$ cat config.mk
export PLATFORM = sky130hd
export DESIGN_NAME = mips_instr_encoder
export DESIGN_NICKNAME = d
export VERILOG_FILES = /design/src/rtl/mips_instr_encoder.sv
export SDC_FILE = /design/constraint.sdc
export NUM_CORES = 1
export LEC_CHECK = 0
export CORE_MARGIN = 10
export CORE_UTILIZATION = 49
export DETAILED_ROUTE_END_ITERATION = 10
export PLACE_DENSITY_LB_ADDON = 0.08
export SYNTH_ARGS = -nofsm -noshare
export SYNTH_HDL_FRONTEND = slang
export SYNTH_SLANG_ARGS = --single-unit
$ cat constraint.sdc
create_clock -name clk -period 5.48 [get_ports clk]
set_clock_uncertainty 0.15 [all_clocks]
set_input_delay 1.096 -clock clk [delete_from_list [all_inputs] [get_ports clk]]
set_output_delay 1.096 -clock clk [all_outputs]
set_load 0.005 [all_outputs]
$ cat src/rtl/mips_instr_encoder.sv
// Issue-side encoder for the single-cycle MIPS core.
// A request is latched and encoded into an R- or I-type word. Illegal
// destinations are rejected without touching the core. Legal words are
// driven to the core, its result is sampled after SETTLE_CYCLES, and the
// result is returned over a valid/ready response handshake.
//
// state  | meaning
// -------+-----------------------------------------------------------
// IDLE   | req_ready high, waiting for a request
// ENCODE | build word, pick destination, check for errors
// DRIVE  | instr_out held while the core settles; down-counter running
// RESP   | response presented until resp_ready
module mips_instr_encoder #(
    parameter int SETTLE_CYCLES = 2
) (
    input  logic        clk,
    input  logic        reset,
    input  logic        req_valid,
    output logic        req_ready,
    input  logic [3:0]  op_sel,
    input  logic [4:0]  rs,
    input  logic [4:0]  rt,
    input  logic [4:0]  rd,
    input  logic [4:0]  shamt,
    input  logic [15:0] imm16,
    output logic [31:0] instr_out,
    input  logic [31:0] result_in,
    output logic        resp_valid,
    input  logic        resp_ready,
    output logic [31:0] result_out,
    output logic        err,
    output logic [1:0]  err_code,
    output logic [15:0] issue_count
);

    typedef enum logic [1:0] {IDLE, ENCODE, DRIVE, RESP} state_t;

    localparam logic [31:0] RESET_WORD = 32'h3C01_0000;

    state_t      state, state_nxt;
    logic [3:0]  op_q;
    logic [4:0]  rs_q, rt_q, rd_q, shamt_q;
    logic [15:0] imm_q;
    logic [7:0]  settle_cnt;

    logic [5:0]  funct, opcode;
    logic [4:0]  dest;
    logic [31:0] word;
    logic [1:0]  enc_code;

    // Word construction and destination checking from the latched request
    always_comb begin
        funct  = 6'h00;
        opcode = 6'h00;
        case (op_q)
            4'd0:    funct  = 6'h20;
            4'd1:    funct  = 6'h22;
            4'd2:    funct  = 6'h24;
            4'd3:    funct  = 6'h25;
            4'd4:    funct  = 6'h2B;
            4'd5:    funct  = 6'h00;
            4'd6:    funct  = 6'h02;
            4'd7:    funct  = 6'h03;
            4'd8:    opcode = 6'h08;
            4'd9:    opcode = 6'h09;
            4'd10:   opcode = 6'h0A;
            4'd11:   opcode = 6'h0C;
            4'd12:   opcode = 6'h0D;
            4'd13:   opcode = 6'h0F;
            default: opcode = 6'h00;
        endcase

        if (!op_q[3]) begin
            dest = rd_q;
            word = {6'b000000, rs_q, rt_q, rd_q, shamt_q, funct};
        end else begin
            dest = rt_q;
            // lui ignores rs; forcing it to zero keeps the word canonical
            word = {opcode, (op_q == 4'd13) ? 5'd0 : rs_q, rt_q, imm_q};
        end

        if (op_q > 4'd13)
            enc_code = 2'b01;
        else if (dest == 5'd0)
            enc_code = 2'b10;
        else if (dest == 5'd26 || dest == 5'd27)
            enc_code = 2'b11;
        else
            enc_code = 2'b00;
    end

    // State register
    always_ff @(posedge clk or posedge reset) begin
        if (reset)
            state <= IDLE;
        else
            state <= state_nxt;
    end

    // Next-state logic and handshake outputs
    always_comb begin
        state_nxt  = state;
        req_ready  = 1'b0;
        resp_valid = 1'b0;
        case (state)
            IDLE: begin
                req_ready = 1'b1;
                if (req_valid)
                    state_nxt = ENCODE;
            end
            ENCODE:
                state_nxt = (enc_code != 2'b00) ? RESP : DRIVE;
            DRIVE:
                if (settle_cnt == 8'd1)
                    state_nxt = RESP;
            RESP: begin
                resp_valid = 1'b1;
                if (resp_ready)
                    state_nxt = IDLE;
            end
            default:
                state_nxt = IDLE;
        endcase
    end

    // Request latch, instruction word, settle timer and response registers
    always_ff @(posedge clk or posedge reset) begin
        if (reset) begin
            op_q        <= 4'd0;
            rs_q        <= 5'd0;
            rt_q        <= 5'd0;
            rd_q        <= 5'd0;
            shamt_q     <= 5'd0;
            imm_q       <= 16'd0;
            instr_out   <= RESET_WORD;
            settle_cnt  <= 8'd0;
            result_out  <= 32'd0;
            err         <= 1'b0;
            err_code    <= 2'b00;
            issue_count <= 16'd0;
        end else begin
            case (state)
                IDLE: begin
                    if (req_valid) begin
                        op_q    <= op_sel;
                        rs_q    <= rs;
                        rt_q    <= rt;
                        rd_q    <= rd;
                        shamt_q <= shamt;
                        imm_q   <= imm16;
                    end
                end
                ENCODE: begin
                    if (enc_code != 2'b00) begin
                        err        <= 1'b1;
                        err_code   <= enc_code;
                        result_out <= 32'd0;
                    end else begin
                        instr_out  <= word;
                        settle_cnt <= 8'(SETTLE_CYCLES);
                    end
                end
                DRIVE: begin
                    settle_cnt <= settle_cnt - 8'd1;
                    if (settle_cnt == 8'd1) begin
                        result_out  <= result_in;
                        err         <= 1'b0;
                        err_code    <= 2'b00;
                        issue_count <= issue_count + 16'd1;
                    end
                end
                default: ;
            endcase
        end
    end

endmodule

==> results.toml, run 1 <==
[run_status]
outcome = "finished clean"

[hold_path]
hold_class = "reg2reg"

[routing]
postRouteAntennaNets = 0
drt-met1-wl_um = 6380
drc = 0
wl_met3_um = 1100
viasPerCell = 5.78
drt_iter0_markers = 259
wl_met2_um = 7700
wire_per_inst_um = 19.4
top_layer_used = "met4"
routed_wirelength_um = 15500
via_count = 4610
drtPass1Iterations = 4

[yosys]
syn_inst = 489
synth_edf_count = 0
synthArstFlopShare_pct = 100
synth_top_area_share_pct = 53.0
synth_cell_types = 59
synth_top_area_cell = "dfrtp_1"
synth_area_leaders = "dfrtp_1, mux2_2, a32o_1"
synth_seq_cells = 131
ys_warn_count = 0
syn_area_per_cell_sq_um = 12.2
seq_area_frac_synth_pct = 55.2
netlist_area_sq_mm = 0.00595
synthFlopType = "dfrtp_1"

[finish]
final_cell_mix = "clkdlybuf4s50_1, dfrtp_1, mux2_2"
layout_commonest_cell = "clkdlybuf4s50_1"
antennaDiodeCount = 0
final_nets = 721
fill_cells = 895
syn2layout_area_growth_pct = 37.3
final_util_pct = 68.3
drive_gt1_share_pct = 16.0

[grt]
grt_util_all_layers_pct = 18.5
grt_max_degree = 73
first_global_vias = 4754
grt_pass1_wl_um = 24900
grt_overflow = 0
antenna_found_initial = 0

[worst_setup_path]
worst_setup_path_end_kind = "flop"
critPathBufInv = 0
critPathTopFamily = "simple AND/OR/NAND/NOR gates"
path_max_fanout = 24
critPathMaxStageDelay_ps = 940
cp_data_required_time_ps = 5620
arrival_ps = 3190
criticalPathCategory = "reg2reg"
start_kind = "flop"
cp_slowest_cell = "nor3_4"
path_cells = "nor4_1, o22a_1, nor3_4, mux2_2"

[placed_design]
dp_hpwl_um = 11100
port_buffers = 158
gp_congestion = 0.815

[run]
maxCapViolations = 0

[die]
fp-row-count = 40
fp.dieArea_sq_mm = 0.0169
pin_count = 161
start_util_pct = 49.7
dieWidth_um = 130
die_y_um = 130
coreArea_sq_mm = 0.0120

[cts]
cts_tree = "done"
clkSlewWorstSetupHoldPaths_ps = 50
insertion_delay_ps = 410
clockRootBuffer = "clkbuf_16"
cts_sinks = 131
cts_buffers = 17
cts_repair_resize_count = 0
h-tree-depth = 4
postCtsSetupRepairBufs = 0
cts_hold_buf = 0
cts_buffer_depth = 2

[sta]
max_slew_margin_pct = 28.5
fin_tns_setup_ps = 0
whs_ps = 312
min_period_ps = 3040
setup-violations-final = 0
hold_violations = 0
maxSlewViolCount = 0
tightest_slew_ps = 1070
rsz0062_at_grt = "no"
fmax_ghz = 0.329
fin_crit_sh_pct = 55.5

[power]
powerDensity_mw_per_mm2 = 551
ir_worst_vdd_uv = 360
leakage_nw = 3.45
## cells by family after synthesis
family	Yosys count	synth area share (%)
XOR/XNOR	16	2.36
multiplexers	69	12.8
AO/OA/AOI/OAI	110	14.1
other	1	0.0630
adder cells (fa/ha/maj)	7	1.47
buffers and inverters	47	3.74
flip-flops	131	55.2
AND/OR/NAND/NOR	108	10.3
## registers in the layout, summed over array words and instances, names as in the netlist
name / flops
err: 1
err_code: 2
imm_q: 16
instr_out: 30
issue_count: 16
op_q: 4
rd_q: 5
result_out: 32
rs_q: 5
rt_q: 5
settle_cnt: 8
shamt_q: 5
state: 2
## power by group
part | switching (mW) | leakage, nW | internal (mW)
Clock | 0.385 | 0.277 | 0.682
Combinational | 0.780 | 1.53 | 0.963
Sequential | 0.321 | 1.64 | 1.37
Total | 1.49 | 3.45 | 3.01
## cell type report
type,instances,area (sq um),area share (%)
multi-input combinational,312,2460,30.1
clock inverter,5,52.6,0.643
tap,147,184,2.25
clock buffer,27,513,6.28
timing repair buffer,165,1630,20.0
inverter,11,43.8,0.536
sequential,131,3280,40.2
## routing by layer
metal | GRT usage (%) | vias up
met1 | 22.0 | 2283
met5 | 0 | -
met2 | 30.6 | 157
met4 | 7.01 | 0
li1 | - | 2139
met3 | 5.96 | 31
## cells in the mapped netlist (7+ instances only)
cell,instances
a21oi_1,16
a31oi_1,12
a32o_1,33
buf_2,10
clkbuf_1,13
dfrtp_1,126
ha_1,7
inv_1,10
mux2_2,56
mux2i_1,13
nand2_1,28
nand3_1,9
nand4_1,7
nor2_1,12
nor2b_1,7
nor3_1,9
o21ai_0,15
o31ai_1,8
xnor2_1,9
xor2_1,7
## worst paths after layout
check | slack, ps | to | start | cells after the start
max | 2440 | instr_out[1] | op_q[3] | 4
min | 310 | issue_count[15] | issue_count[15] | 1
max reg2reg | 2440 | instr_out[1] | op_q[3] | 4
min reg2reg | 310 | issue_count[15] | issue_count[15] | 1
max in group asynchronous | 3080 | result_out[1] | reset | 3
min in group asynchronous | 1100 | result_out[2] | reset | 2
## through the flow
stage / power, mW / setup slack [ps] / area [sq um] / instances
4_1_cts: 4.55 / 2420 / 8170 / 798
5_1_grt: 4.79 / 2250 / 8170 / 798
6_report: 4.50 / 2440 / 8170 / 798
3_5_place_dp: 3.46 / 2430 / 7600 / 766
3_3_place_gp: 3.39 / 2490 / 7600 / 766
2_1_floorplan: 2.69 / 745 / 5950 / 490
(Power assumes the default switching activity.)
==> run 2, diff against run 1 <==
- CORE_UTILIZATION: 49 -> 44
- clock period: 5.48 -> 2.5 ns (I/O delays scaled with it)
==> run 2 against run 1 <==
Clock-buffer cell count is 1 lower. Global-route usage is 1.3 points lower. Utilization is 5.0 points lower. Final cell count is 5.4% higher. Combinational power is 140% higher. Non-clock buffer count is 15 higher. First-iteration DRC count is 31% higher. Power is 130% higher. Sequential cell count stayed put. Die area is 9.6% higher. Sequential share of layout area is 1.0 points lower. Clock power is 120% higher. Critical path type is now reg2out. Critical endpoint is now req_ready.
==> results.toml, run 2 (same netlist as run 1, synthesis figures left out) <==
[run_status]
outcome = "finished clean"

[die]
dieWidth_um = 136
coreArea_sq_mm = 0.0132
pin_count = 161
start_util_pct = 44.9
fp.dieArea_sq_mm = 0.0186
fp-row-count = 42
die_y_um = 136

[grt]
grt_overflow = 0
grt_pass1_wl_um = 25400
grt_max_degree = 42
first_global_vias = 4801
grt_util_all_layers_pct = 17.1
antenna_found_initial = 0

[finish]
largest-register = "result_out"
antennaDiodeCount = 0
layout_commonest_cell = "clkdlybuf4s50_1"
final_util_pct = 63.3
largest_reg_flops = 32
final_nets = 737
syn2layout_area_growth_pct = 40.9
reg.largest.list = "result_out x32, instr_out x30"
final_cell_mix = "clkdlybuf4s50_1, dfrtp_1, mux2_2"
drive_gt1_share_pct = 17.9

[sta]
fmax_ghz = 0.421
max_slew_margin_pct = 40.8
hold_violations = 0
tightest_slew_ps = 883
fin_tns_setup_ps = 0
min_period_ps = 2370
rsz0062_at_grt = "no"
fin_crit_sh_pct = 94.9
maxSlewViolCount = 0
setup-violations-final = 0

[routing]
drtPass1Iterations = 5
drc = 0
routed_wirelength_um = 16000
drt_iter0_markers = 338
wire_per_inst_um = 19.0
postRouteAntennaNets = 0
viasPerCell = 5.55
via_count = 4669

[cts]
cts_hold_buf = 0
cts_tree = "done"
h-tree-depth = 4
clkSlewWorstSetupHoldPaths_ps = 50
insertion_delay_ps = 410
cts_buffers = 17
cts_sinks = 131
cts_buffer_depth = 2
clockRootBuffer = "clkbuf_16"

[worst_setup_path]
path_cells = "inv_1, ha_2, clkdlybuf4s50_1"
critPathBufInv = 2
cp_data_required_time_ps = 1850
critPathTopFamily = "buffers and inverters"
worst_setup_path_end_kind = "output port"
start_kind = "flop"
critPathMaxStageDelay_ps = 520
criticalPathCategory = "reg2out"
arrival_ps = 1720
path_max_fanout = 5
cp_slowest_cell = "clkdlybuf4s50_1"

[run]
maxCapViolations = 0

[hold_path]
hold_class = "in2async"

[power]
leakage_nw = 3.54
powerDensity_mw_per_mm2 = 1210
ir_worst_vdd_uv = 599

[placed_design]
gp_congestion = 0.847
port_buffers = 158
dp_hpwl_um = 11500
## run 2: timing repair
| action | CTS | global route |
|---|---|---|
| buffers inserted | 0 | 0 |
| setup endpoints to repair | 0 | 46 |
| resized for setup | 0 | 2 |
## run 2: path summary, 6_finish.rpt
path / cells past startpoint / startpoint / slack, ps / end
setup / recovery: 3 / state[0] / 130 / req_ready
hold / removal: 2 / reset / 180 / settle_cnt[2]
setup reg to reg: 6 / state[0] / 190 / err
hold reg to reg: 1 / issue_count[15] / 320 / issue_count[15]
max in group asynchronous: 3 / reset / 1330 / instr_out[24]
min in group clk: 1 / issue_count[15] / 320 / issue_count[15]
## run 2: power by group
| group | internal (mW) | total (mW) | switching [mW] |
|---|---|---|---|
| clock | 1.56 | 2.39 | 0.831 |
| combinational | 2.26 | 4.13 | 1.87 |
| sequential | 3.00 | 3.61 | 0.606 |
## run 2: worst register-to-register path: cells and delay by family, from the launching register on
| family | cells | cell delay [ps] |
|---|---|---|
| buffers and inverters | 2 | 180 |
| and+or+nand+nor | 2 | 840 |
| AOI/OAI and AO/OA | 1 | 350 |
| adders and majority gates | 1 | 240 |
| DFF | 1 | 410 |
## run 2: layout make-up
class | instances | area, sq um
clock buffer | 26 | 499
timing repair buffer | 180 | 1780
fill | 1077 | 4860
inverter | 11 | 45.0
clock inverter | 4 | 72.6
multi-input combinational | 313 | 2480
sequential | 131 | 3280
tap | 176 | 220
## run 2: per-layer routing
| layer | up-vias | GRT usage, % | wire, um |
|---|---|---|---|
| met5 | - | 0 | 0 |
| met4 | 0 | 5.74 | 174 |
| met3 | 11 | 5.39 | 1160 |
| met2 | 160 | 28.1 | 8060 |
| met1 | 2333 | 21.0 | 6570 |
| li1 | 2165 | - | - |
## run 2: through the flow
step	power, mW	worst slack [ps]	instance area [sq um]	hold slack, ps	std cells
floorplan	5.90	231	5960	315	490
global placement	7.65	140	7790	307	810
detailed placement	7.78	52.3	7790	314	810
CTS	10.2	51.5	8360	177	840
global route	10.8	32.9	8380	182	841
finish	10.1	127	8380	185	841
==> run 3, diff against run 2 <==
- CORE_ASPECT_RATIO: default -> 1.75
==> run 3 against run 2 <==
Sequential cell count unchanged. Maximum frequency is 0.70% higher. Register-to-register slack improved by 20 ps. Power is 1.0% lower. Die area is 0.99% higher. Via count about the same. Hold slack better by 130 ps. Final cell count increased by 0.12%. Final area is 0.19% higher. Sequential share of layout area decreased by 0.076 points. Sequential power is essentially flat.
==> results.toml, run 3 (same netlist as run 1, synthesis figures left out) <==
[routing]
routed_wirelength_um = 16100
via_count = 4671
drt_iter0_markers = 266
postRouteAntennaNets = 0
wire_per_inst_um = 19.1
drtPass1Iterations = 5
viasPerCell = 5.55
drc = 0

[placed_design]
gp_congestion = 0.880
dp_slack_ps = 171
dpl.cell_count = 810
dp_hpwl_um = 11900
port_buffers = 158

[power]
ir_worst_vdd_uv = 644
powerDensity_mw_per_mm2 = 1190
leakage_nw = 3.53

[sta]
fin_tns_setup_ps = 0
fin_ws_ps = 144
fin_crit_sh_pct = 94.2
min_period_ps = 2360
maxSlewViolCount = 0
max_slew_margin_pct = 62.5
fmax_ghz = 0.424
tightest_slew_ps = 561
setup-violations-final = 0
rsz0062_at_grt = "no"
hold_violations = 0

[finish]
largest_reg_flops = 32
fin_cells = 842
syn2layout_area_growth_pct = 41.2
regArea_sq_mm = 0.00328
largest-register = "result_out"
drive_gt1_share_pct = 18.7
antennaDiodeCount = 0
final_nets = 738
layout_commonest_cell = "clkdlybuf4s50_1"
fill_cells = 1090
multiInputGateArea_sq_mm = 0.00247
final_cell_mix = "clkdlybuf4s50_1, dfrtp_1, mux2_2"
reg.largest.list = "result_out x32, instr_out x30"

[worst_setup_path]
criticalPathCategory = "reg2out"
worstSetupStartpoint = "state[0]"
reg2reg_from = "state[0]"
cp_data_required_time_ps = 1850
path_cells = "inv_1, ha_2, clkdlybuf4s50_1"
critPathMaxStageDelay_ps = 520
worst_setup_path_end_kind = "output port"
worstReg2RegEnd = "err"
arrival_ps = 1710
crit_end = "req_ready"
r2r.worst_path.cells = 7
cp_slowest_cell = "clkdlybuf4s50_1"
rrSetupSlack_ps = 210
path_max_fanout = 5
start_kind = "flop"

[run_status]
outcome = "finished clean"

[die]
coreArea_sq_mm = 0.0133
pin_count = 161
die_y_um = 174
dieWidth_um = 108
start_util_pct = 44.7
fp.dieArea_sq_mm = 0.0188
fp-row-count = 56

[cts]
postCtsSetupRepairBufs = 0
cts_tree = "done"
cts_buffers = 17
cts_repair_resize_count = 0
cts_sinks = 131
insertion_delay_ps = 410
cts_buffer_depth = 2
h-tree-depth = 4
clockRootBuffer = "clkbuf_16"
clkSlewWorstSetupHoldPaths_ps = 60
cts_hold_buf = 0

[grt]
grt_pass1_wl_um = 26000
grt_max_degree = 42
first_global_vias = 5005
grt_util_all_layers_pct = 17.3
antenna_found_initial = 0
grt_overflow = 0

[hold_path]
hold_class = "reg2reg"

[run]
maxCapViolations = 0
[run 3: cell types whose count changed in the layout (fill, tap and decap cells not counted), sizes merged]
cell and delta:
clkbuf -7, clkinvlp +6, buf +2, clkinv +3, inv +1, bufinv -1, nor3 -1
[run 3: critical path, delay by kind of cell, from the launching register on]
kind | cells | cell delay [ps]
adder cells (fa/ha/maj) | 1 | 240
buffers and inverters | 2 | 650
flip-flops | 1 | 410
[run 3: worst min-delay path by stage]
| stage | startpoint | to | slack (ps) | depth (start not counted) |
|---|---|---|---|---|
| after global routing | issue_count[15] | issue_count[15] | 340 | 1 |
| after CTS | issue_count[15] | issue_count[15] | 320 | 1 |
| after floorplan | issue_count[15] | issue_count[15] | 310 | 1 |
| after global placement | issue_count[15] | issue_count[15] | 310 | 1 |
| final | issue_count[15] | issue_count[15] | 310 | 1 |
| after detailed placement | issue_count[15] | issue_count[15] | 310 | 1 |
[run 3: where the power goes]
part	internal, mW	total [mW]	switching, mW
Combinational	2.27	4.11	1.84
Sequential	3.00	3.63	0.632
Clock	1.36	2.29	0.923
[run 3: area by class of cell]
| type | instances | area share [%] |
|---|---|---|
| multi-input cells | 312 | 29.4 |
| well taps | 174 | 2.59 |
| clock buffers | 19 | 5.15 |
| inverters | 11 | 0.536 |
| repair buffers | 182 | 21.9 |
| flip-flops and latches | 131 | 39.1 |
| clock inverters | 13 | 1.37 |
[run 3: per-layer routing]
| layer | track usage [%] | share of wire [%] | up-vias |
|---|---|---|---|
| met5 | 0 | 0 | - |
| met4 | 6.88 | 2.2 | 0 |
| met2 | 31.6 | 54 | 140 |
| met1 | 17.8 | 37 | 2345 |
| li1 | - | - | 2163 |
| met3 | 4.99 | 6.4 | 23 |
[run 3: through the flow]
| stage | power [mW] | hold slack (ps) | utilization (%) | cell area [sq um] |
|---|---|---|---|---|
| 6_report | 10.0 | 313 | 63.1 | 8400 |
| 5_1_grt | 10.7 | 341 | 63.1 | 8400 |
| 4_1_cts | 10.2 | 318 | 63.0 | 8390 |
| 3_5_place_dp | 7.81 | 309 | 58.9 | 7840 |
| 3_3_place_gp | 7.67 | 309 | 58.9 | 7840 |
| 2_1_floorplan | 5.90 | 315 | - | 5960 |
